<file path="config.mk">
export PLATFORM = sky130hd
export DESIGN_NAME = rom_readback
export DESIGN_NICKNAME = d
export VERILOG_FILES = /design/src/rtl/rom_map_pkg.sv /design/src/rtl/rom_region_decode.sv /design/src/rtl/rom_readback.sv
export SDC_FILE = /design/constraint.sdc
export NUM_CORES = 1
export LEC_CHECK = 0
export BUFFER_PORTS_ARGS = -buffer_cell sky130_fd_sc_hd__buf_4
export CAP_MARGIN = 20
export CORE_UTILIZATION = 53
export DETAILED_ROUTE_END_ITERATION = 12
export PLACE_DENSITY = 0.82
export SLEW_MARGIN = 5
export SYNTH_ARGS = -nofsm -noshare
export SYNTH_HDL_FRONTEND = slang
export SYNTH_SLANG_ARGS = --single-unit
</file>
<file path="constraint.sdc">
create_clock -name CLK -period 3.3 [get_ports CLK]
set_clock_uncertainty 0.2 [all_clocks]
set_input_delay 0.33 -clock CLK [delete_from_list [all_inputs] [get_ports CLK]]
set_output_delay 0.33 -clock CLK [all_outputs]
set_load 0.005 [all_outputs]
</file>
<file path="src/rtl/rom_map_pkg.sv">
// Flat download address map of the ROM/PROM set: region indices, region end
// addresses, the readback FSM state type and the checksum step.
package rom_map_pkg;

   typedef enum logic [3:0] {
      EP1   = 4'd0,
      EP2   = 4'd1,
      EP3   = 4'd2,
      EP4   = 4'd3,
      EP5   = 4'd4,
      EP6   = 4'd5,
      EP7   = 4'd6,
      EP8   = 4'd7,
      EP9   = 4'd8,
      EP10  = 4'd9,
      EP11  = 4'd10,
      EP12  = 4'd11,
      TLUT  = 4'd12,
      SLUT  = 4'd13,
      CPROM = 4'd14
   } rom_region_e;

   // Exclusive upper bounds; EP1..EP11 are uniform 8 KiB banks below EP11_END.
   localparam logic [24:0] EP11_END      = 25'h16000;
   localparam logic [24:0] EP12_END      = 25'h17000;
   localparam logic [24:0] TLUT_END      = 25'h17100;
   localparam logic [24:0] SLUT_END      = 25'h17200;
   localparam logic [24:0] ROM_LAST_ADDR = 25'h1721F;

   typedef enum logic [2:0] {
      ST_IDLE  = 3'd0,
      ST_ISSUE = 3'd1,
      ST_WAIT  = 3'd2,
      ST_HOLD  = 3'd3,
      ST_FIN   = 3'd4
   } rb_state_e;

   function automatic logic [15:0] cksum_add(input logic [15:0] sum, input logic [7:0] b);
      return sum + {8'h00, b};
   endfunction

endpackage

</file>
<file path="src/rtl/rom_region_decode.sv">
// Combinational flat address -> ROM region decode, shared by the readback
// mux and the loader-side chip selects.
module rom_region_decode
   import rom_map_pkg::*;
(
   input  logic [24:0] addr,
   output rom_region_e region
);

   // Below EP11_END the bank index is simply addr[16:13].
   always_comb begin
      region = CPROM;
      if (addr < EP11_END) begin
         region = rom_region_e'(addr[16:13]);
      end else if (addr < EP12_END) begin
         region = EP12;
      end else if (addr < TLUT_END) begin
         region = TLUT;
      end else if (addr < SLUT_END) begin
         region = SLUT;
      end else begin
         region = CPROM;
      end
   end

endmodule

</file>
<file path="src/rtl/rom_readback.sv">
// rom_readback: walks the flat ROM address space and streams each byte out
// over valid/ready. Define ROM_READBACK_CKSUM_EN for the running CKSUM sum.
module rom_readback
   import rom_map_pkg::*;
#(
   parameter logic [24:0] LAST_ADDR = ROM_LAST_ADDR,
   parameter int unsigned RD_LAT    = 1
) (
   input  logic        CLK,
   input  logic        RESET_N,
   input  logic        START,
   input  logic        ABORT,
   output logic [24:0] RD_ADDR,
   output logic [3:0]  RD_REGION,
   output logic        RD_EN,
   input  logic [7:0]  RD_DATA,
   output logic [7:0]  OUT_DATA,
   output logic [24:0] OUT_ADDR,
   output logic        OUT_VALID,
   input  logic        OUT_READY,
   output logic        BUSY,
   output logic        DONE,
   output logic [15:0] CKSUM
);

   localparam logic [1:0] RD_LAT_C = 2'(RD_LAT);

   rb_state_e   state_r, state_nxt_s;
   logic [24:0] addr_r, addr_nxt_s;
   rom_region_e region_r, region_s;
   logic [1:0]  lat_cnt_r, lat_cnt_nxt_s;
   logic [7:0]  out_data_r, out_data_nxt_s;
   logic [24:0] out_addr_r, out_addr_nxt_s;
   logic        out_valid_r, out_valid_nxt_s;
   logic        busy_r, done_r;
   logic        start_go_s, accept_s, lat_done_s;

   // ABORT wins over both START in IDLE and a same-cycle handshake in HOLD.
   assign start_go_s = (state_r == ST_IDLE) && START && !ABORT;
   assign accept_s   = (state_r == ST_HOLD) && OUT_READY && !ABORT;
   assign lat_done_s = (lat_cnt_r <= 2'd1);

   rom_region_decode u_region (
      .addr   (addr_nxt_s),
      .region (region_s)
   );

   // State register
   always_ff @(posedge CLK or negedge RESET_N) begin
      if (!RESET_N) begin
         state_r <= ST_IDLE;
      end else begin
         state_r <= state_nxt_s;
      end
   end

   // Next-state logic
   always_comb begin
      state_nxt_s = state_r;
      case (state_r)
         ST_IDLE:  if (start_go_s) state_nxt_s = ST_ISSUE; else state_nxt_s = ST_IDLE;
         ST_ISSUE: if (ABORT) state_nxt_s = ST_FIN; else state_nxt_s = ST_WAIT;
         ST_WAIT: begin
            if (ABORT)           state_nxt_s = ST_FIN;
            else if (lat_done_s) state_nxt_s = ST_HOLD;
            else                 state_nxt_s = ST_WAIT;
         end
         ST_HOLD: begin
            if (ABORT)                    state_nxt_s = ST_FIN;
            else if (!OUT_READY)          state_nxt_s = ST_HOLD;
            else if (addr_r == LAST_ADDR) state_nxt_s = ST_FIN;
            else                          state_nxt_s = ST_ISSUE;
         end
         ST_FIN:   state_nxt_s = ST_IDLE;
         default:  state_nxt_s = ST_IDLE;
      endcase
   end

   // Next values of the address counter, latency counter and output byte
   always_comb begin
      addr_nxt_s      = addr_r;
      lat_cnt_nxt_s   = lat_cnt_r;
      out_data_nxt_s  = out_data_r;
      out_addr_nxt_s  = out_addr_r;
      out_valid_nxt_s = out_valid_r;
      case (state_r)
         ST_IDLE: begin
            if (start_go_s) addr_nxt_s = 25'd0; else addr_nxt_s = addr_r;
         end
         ST_ISSUE: lat_cnt_nxt_s = RD_LAT_C;
         ST_WAIT: begin
            lat_cnt_nxt_s = lat_cnt_r - 2'd1;
            if (!ABORT && lat_done_s) begin
               out_data_nxt_s  = RD_DATA;
               out_addr_nxt_s  = addr_r;
               out_valid_nxt_s = 1'b1;
            end else begin
               out_valid_nxt_s = 1'b0;
            end
         end
         ST_HOLD: begin
            if (accept_s || ABORT) out_valid_nxt_s = 1'b0; else out_valid_nxt_s = out_valid_r;
            if (accept_s && (addr_r != LAST_ADDR)) addr_nxt_s = addr_r + 25'd1;
            else addr_nxt_s = addr_r;
         end
         ST_FIN:  out_valid_nxt_s = 1'b0;
         default: out_valid_nxt_s = 1'b0;
      endcase
   end

   // Output and datapath registers
   always_ff @(posedge CLK or negedge RESET_N) begin
      if (!RESET_N) begin
         addr_r      <= 25'd0;
         region_r    <= EP1;
         lat_cnt_r   <= 2'd0;
         out_data_r  <= 8'h00;
         out_addr_r  <= 25'd0;
         out_valid_r <= 1'b0;
         busy_r      <= 1'b0;
         done_r      <= 1'b0;
      end else begin
         addr_r      <= addr_nxt_s;
         region_r    <= region_s;
         lat_cnt_r   <= lat_cnt_nxt_s;
         out_data_r  <= out_data_nxt_s;
         out_addr_r  <= out_addr_nxt_s;
         out_valid_r <= out_valid_nxt_s;
         busy_r      <= (state_nxt_s != ST_IDLE);
         done_r      <= (state_nxt_s == ST_FIN);
      end
   end

`ifdef ROM_READBACK_CKSUM_EN
   logic [15:0] cksum_r;

   // Running sum of accepted bytes, restarted by the START that opens a dump
   always_ff @(posedge CLK or negedge RESET_N) begin
      if (!RESET_N) begin
         cksum_r <= 16'h0000;
      end else if (start_go_s) begin
         cksum_r <= 16'h0000;
      end else if (accept_s) begin
         cksum_r <= cksum_add(cksum_r, out_data_r);
      end else begin
         cksum_r <= cksum_r;
      end
   end

   assign CKSUM = cksum_r;
`else
   assign CKSUM = 16'h0000;
`endif

   assign RD_ADDR   = addr_r;
   assign RD_REGION = region_r;
   assign RD_EN     = busy_r;
   assign BUSY      = busy_r;
   assign DONE      = done_r;
   assign OUT_DATA  = out_data_r;
   assign OUT_ADDR  = out_addr_r;
   assign OUT_VALID = out_valid_r;

endmodule

</file>
==> key figures <==
Timing
  – RSZ-0062 raised after global routing: false
  – Final setup fails: 0
  – Crit share post-route: 93.2%
  – Slew @ Worst Pin: 0.877 ns
  – Max Freq: 325 MHz
  – Final Hold Vio Count: 0
  – Setup TNS: 0 ns
  – Worst setup margin: 0.223 ns
  – Min Hold Slack: 0.0164 ns
  – Final Critical Period: 3.08 ns
  – Max-slew violations: 0
  – Relative slew slack: 41.5%

Floorplan
  – Die X: 83.5 um
  – Die Ht: 83.5 um
  – Core Box Area: 6390 um2
  – Initial Util: 55.1%
  – Die Area: 6970 um2
  – I/O Pins: 95
  – FP Rows: 29

Placed design
  – Placed wire-length estimate: 5.89 mm
  – RePlAce Congestion: 0.879
  – Setup WS pre-CTS: 0.164 ns
  – PortBufs: 78

Synth
  – Yosys cell types: 64
  – Number of synthesized register bits: 70
  – Synth Warn #: 0
  – Synth Cell Area: 3520 um2
  – Main synth FF type: dfrtp_1
  – Post-synthesis sequential area ratio: 49.8%
  – EDFF count, synth: 0
  – Post-Syn Instances: 321
  – Asr flop ratio synth: 100%
  – Avg Cell Area, Syn: 11.0 um2

Setup path
  – Crit path launch type: flop
  – Critical path's slowest cell: nor4_1
  – R2R depth: 7
  – Critical path capture point type: flop
  – Critical path class: flop to flop
  – CP startpoint: RD_ADDR[2]$_DFFE_PN0P_
  – R2R Path Start: RD_ADDR[2]$_DFFE_PN0P_
  – Terminus of the critical flop-to-flop path: RD_REGION[1]$_DFF_PN0_
  – Data required time of the worst path: 3.33 ns
  – Reg2reg setup slack: 0.22 ns
  – Worst stage delay on the critical path: 0.58 ns
  – Crit path max fanout: 8
  – Crit-path cells: nand4_1 > nor4_1 > o21ai_1 > mux2_2 > nor2_1 > or4b_1 > a211o_1
  – WP data arrival: 3.11 ns

Final layout
  – Share of layout cells above drive strength 1: 37.4%
  – FF+latch area: 1750 um2
  – Area grow syn2layout: 26.3%
  – Ant diodes: 0
  – Multi-input logic area: 1620 um2
  – Filler cell count: 519
  – # nets final: 423

Clocking
  – Htree depth: 3
  – Clk Latency, worst-skew pair: 0.35 ns
  – Num CTS Buffers: 9
  – Clock Pin Slew Worst Setup and Hold Paths: 0.07 ns
  – CTS root buf: clkbuf_8
  – Deepest clock path buffer count: 2
  – CTS sink cnt: 70
  – CTS tree: built

Run
  – Max Cap Violations: 0

Detailed routing
  – Residual DRC count: 0
  – Final wirelength: 8.49 mm
  – Post-DRT Antenna Nets: 0
  – Routed vias: 2928
  – WL/cell: 17.4 um
  – Routed vias/inst: 5.99
  – First-pass DRT Iterations: 5
  – Initial detailed-routing violation count: 219

Power and ir drop
  – Leak pwr: 2.18 nW
  – Cell Pwr Density: 526 nW/um2
  – Combinational power share: 21.1%
  – Reg power frac: 43.3%
  – P_sw: 0.000623 W
  – Net Sw Frac: 26.7%
  – Worst VDD drop: 0.441 mV
  – Int Pwr: 0.00171 W
  – Clock Power Share: 35.6%

Hold path
  – Hold EP: OUT_DATA[4]$_DFFE_PN0P_
  – Hold WC Path Type: input port to flop
  – Hold_sp: RD_DATA[4]
  – Hold Crit Depth: 2

Global routing
  – First-pass GRT wire length: 13.9 mm
  – Remaining Overflow, GRT: 0
  – Initial antenna violation count: 0
  – GR Util All Layers: 25.2%
  – Vias in the first global route: 2793
  – Largest net degree at the start of global routing: 71

Outcome
  – Status: completed
state kept, by name, summed over array words and instances, names as in the netlist:
name       count
state_r        3
RD_REGION      4
BUSY           1
OUT_ADDR      25
RD_ADDR       25
OUT_DATA       8
OUT_VALID      1
lat_cnt_r      2
DONE           1
area by class of cell:
type | instances | area share, %
Inverter | 6 | 0.507
Multi-Input combinational cell | 227 | 36.4
Sequential cell | 70 | 39.4
Timing Repair Buffer | 94 | 16.2
Clock buffer | 11 | 3.18
Clock inverter | 4 | 2.14
Tap cell | 77 | 2.17
Yosys cell counts (3+ instances only):
cell	instances	area [um2]
nand3_1	10	50.1
a21oi_1	7	35.0
nor2_1	13	48.8
a31oi_1	10	62.6
o21ai_0	14	70.1
inv_1	6	22.5
and2_1	3	18.8
nand2_1	17	63.8
mux2_2	35	394
mux2i_1	3	30.0
xnor2_1	4	35.0
clkbuf_1	12	45.0
nand4_1	9	56.3
dfrtp_1	70	1750
and3_1	8	50.1
nor4_1	3	18.8
nor2b_1	3	18.8
nor4b_1	3	26.3
nand3b_1	4	30.0
o211ai_1	3	22.5
buf_4	17	128
nor3_1	11	55.1
or3_1	4	25.0
or4_1	3	22.5
kinds of logic after synthesis:
family / Yosys count / synth area share (%)
multiplexers: 38 / 12.1
AND/OR/NAND/NOR: 107 / 18.5
adder cells (fa/ha/maj): 2 / 0.711
AO/OA/AOI/OAI: 59 / 11.4
other: 1 / 0.107
flip-flops: 70 / 49.8
XOR/XNOR: 5 / 1.24
buffers and inverters: 39 / 6.26
routing by layer:
layer / up-vias / wire length [um] / global-route usage (%)
met2: 124 / 4140 / 41.4
li1: 1335 / - / -
met5: - / 0 / 0
met4: 0 / 133 / 9.55
met3: 12 / 494 / 4.45
met1: 1457 / 3730 / 33.8
worst max path at each step:
stage / endpoint / slack [ns] / cells past startpoint
after global placement: RD_REGION[1]$_DFF_PN0_ / 0.26 / 8
after detailed placement: RD_REGION[2]$_DFF_PN0_ / 0.16 / 8
after global routing: RD_REGION[1]$_DFF_PN0_ / 0.02 / 7
final: RD_REGION[1]$_DFF_PN0_ / 0.22 / 7
after floorplan: RD_REGION[1]$_DFF_PN0_ / 0.44 / 8
after CTS: RD_REGION[2]$_DFF_PN0_ / 0.14 / 8
cells in the final DEF (no fill, tap or decap), types with 9 or more instances in the layout:
master / count
a31oi_1: 10
buf_4: 92
clkbuf_8: 10
conb_1: 16
dfrtp_1: 70
mux2_2: 35
nand2_1: 17
nand3_1: 10
nand4_1: 9
nor2_1: 12
nor3_1: 10
o21ai_0: 14
timing repair:
action,4_1_cts,5_1_grt
gates resized for setup,0,1
endpoints found under the setup margin,0,2
buffers inserted,0,1
hold buffers,1,0
hold endpoints to repair,70,0
critical path: cells and delay by family (launching register included):
family	cells	cell delay [ns]
mux	1	0.30
simple gates	4	1.56
flops	1	0.50
compound gates	2	0.41
power groups by stage:
| stage | Combinational, W | Clock (W) | Sequential [W] |
|---|---|---|---|
| 2_1_floorplan | 0.000278 | 0 | 0.00102 |
| 3_3_place_gp | 0.000470 | 0 | 0.00102 |
| 3_5_place_dp | 0.000492 | 0 | 0.00103 |
| 4_1_cts | 0.000495 | 0.000842 | 0.00101 |
| 5_1_grt | 0.000544 | 0.000877 | 0.00102 |
| 6_report | 0.000492 | 0.000832 | 0.00101 |
stage by stage:
| stage | power, W | utilization [%] | cell area, um2 | std cells |
|---|---|---|---|---|
| after CTS | 0.00235 | 69.4 | 4430 | 488 |
| after global placement | 0.00149 | 65.5 | 4190 | 472 |
| after floorplan | 0.00130 | - | 3580 | 336 |
| after global routing | 0.00244 | 69.6 | 4440 | 489 |
| final | 0.00234 | 69.6 | 4440 | 489 |
| after detailed placement | 0.00152 | 65.5 | 4190 | 472 |
Power figures use the tool's default switching activity.
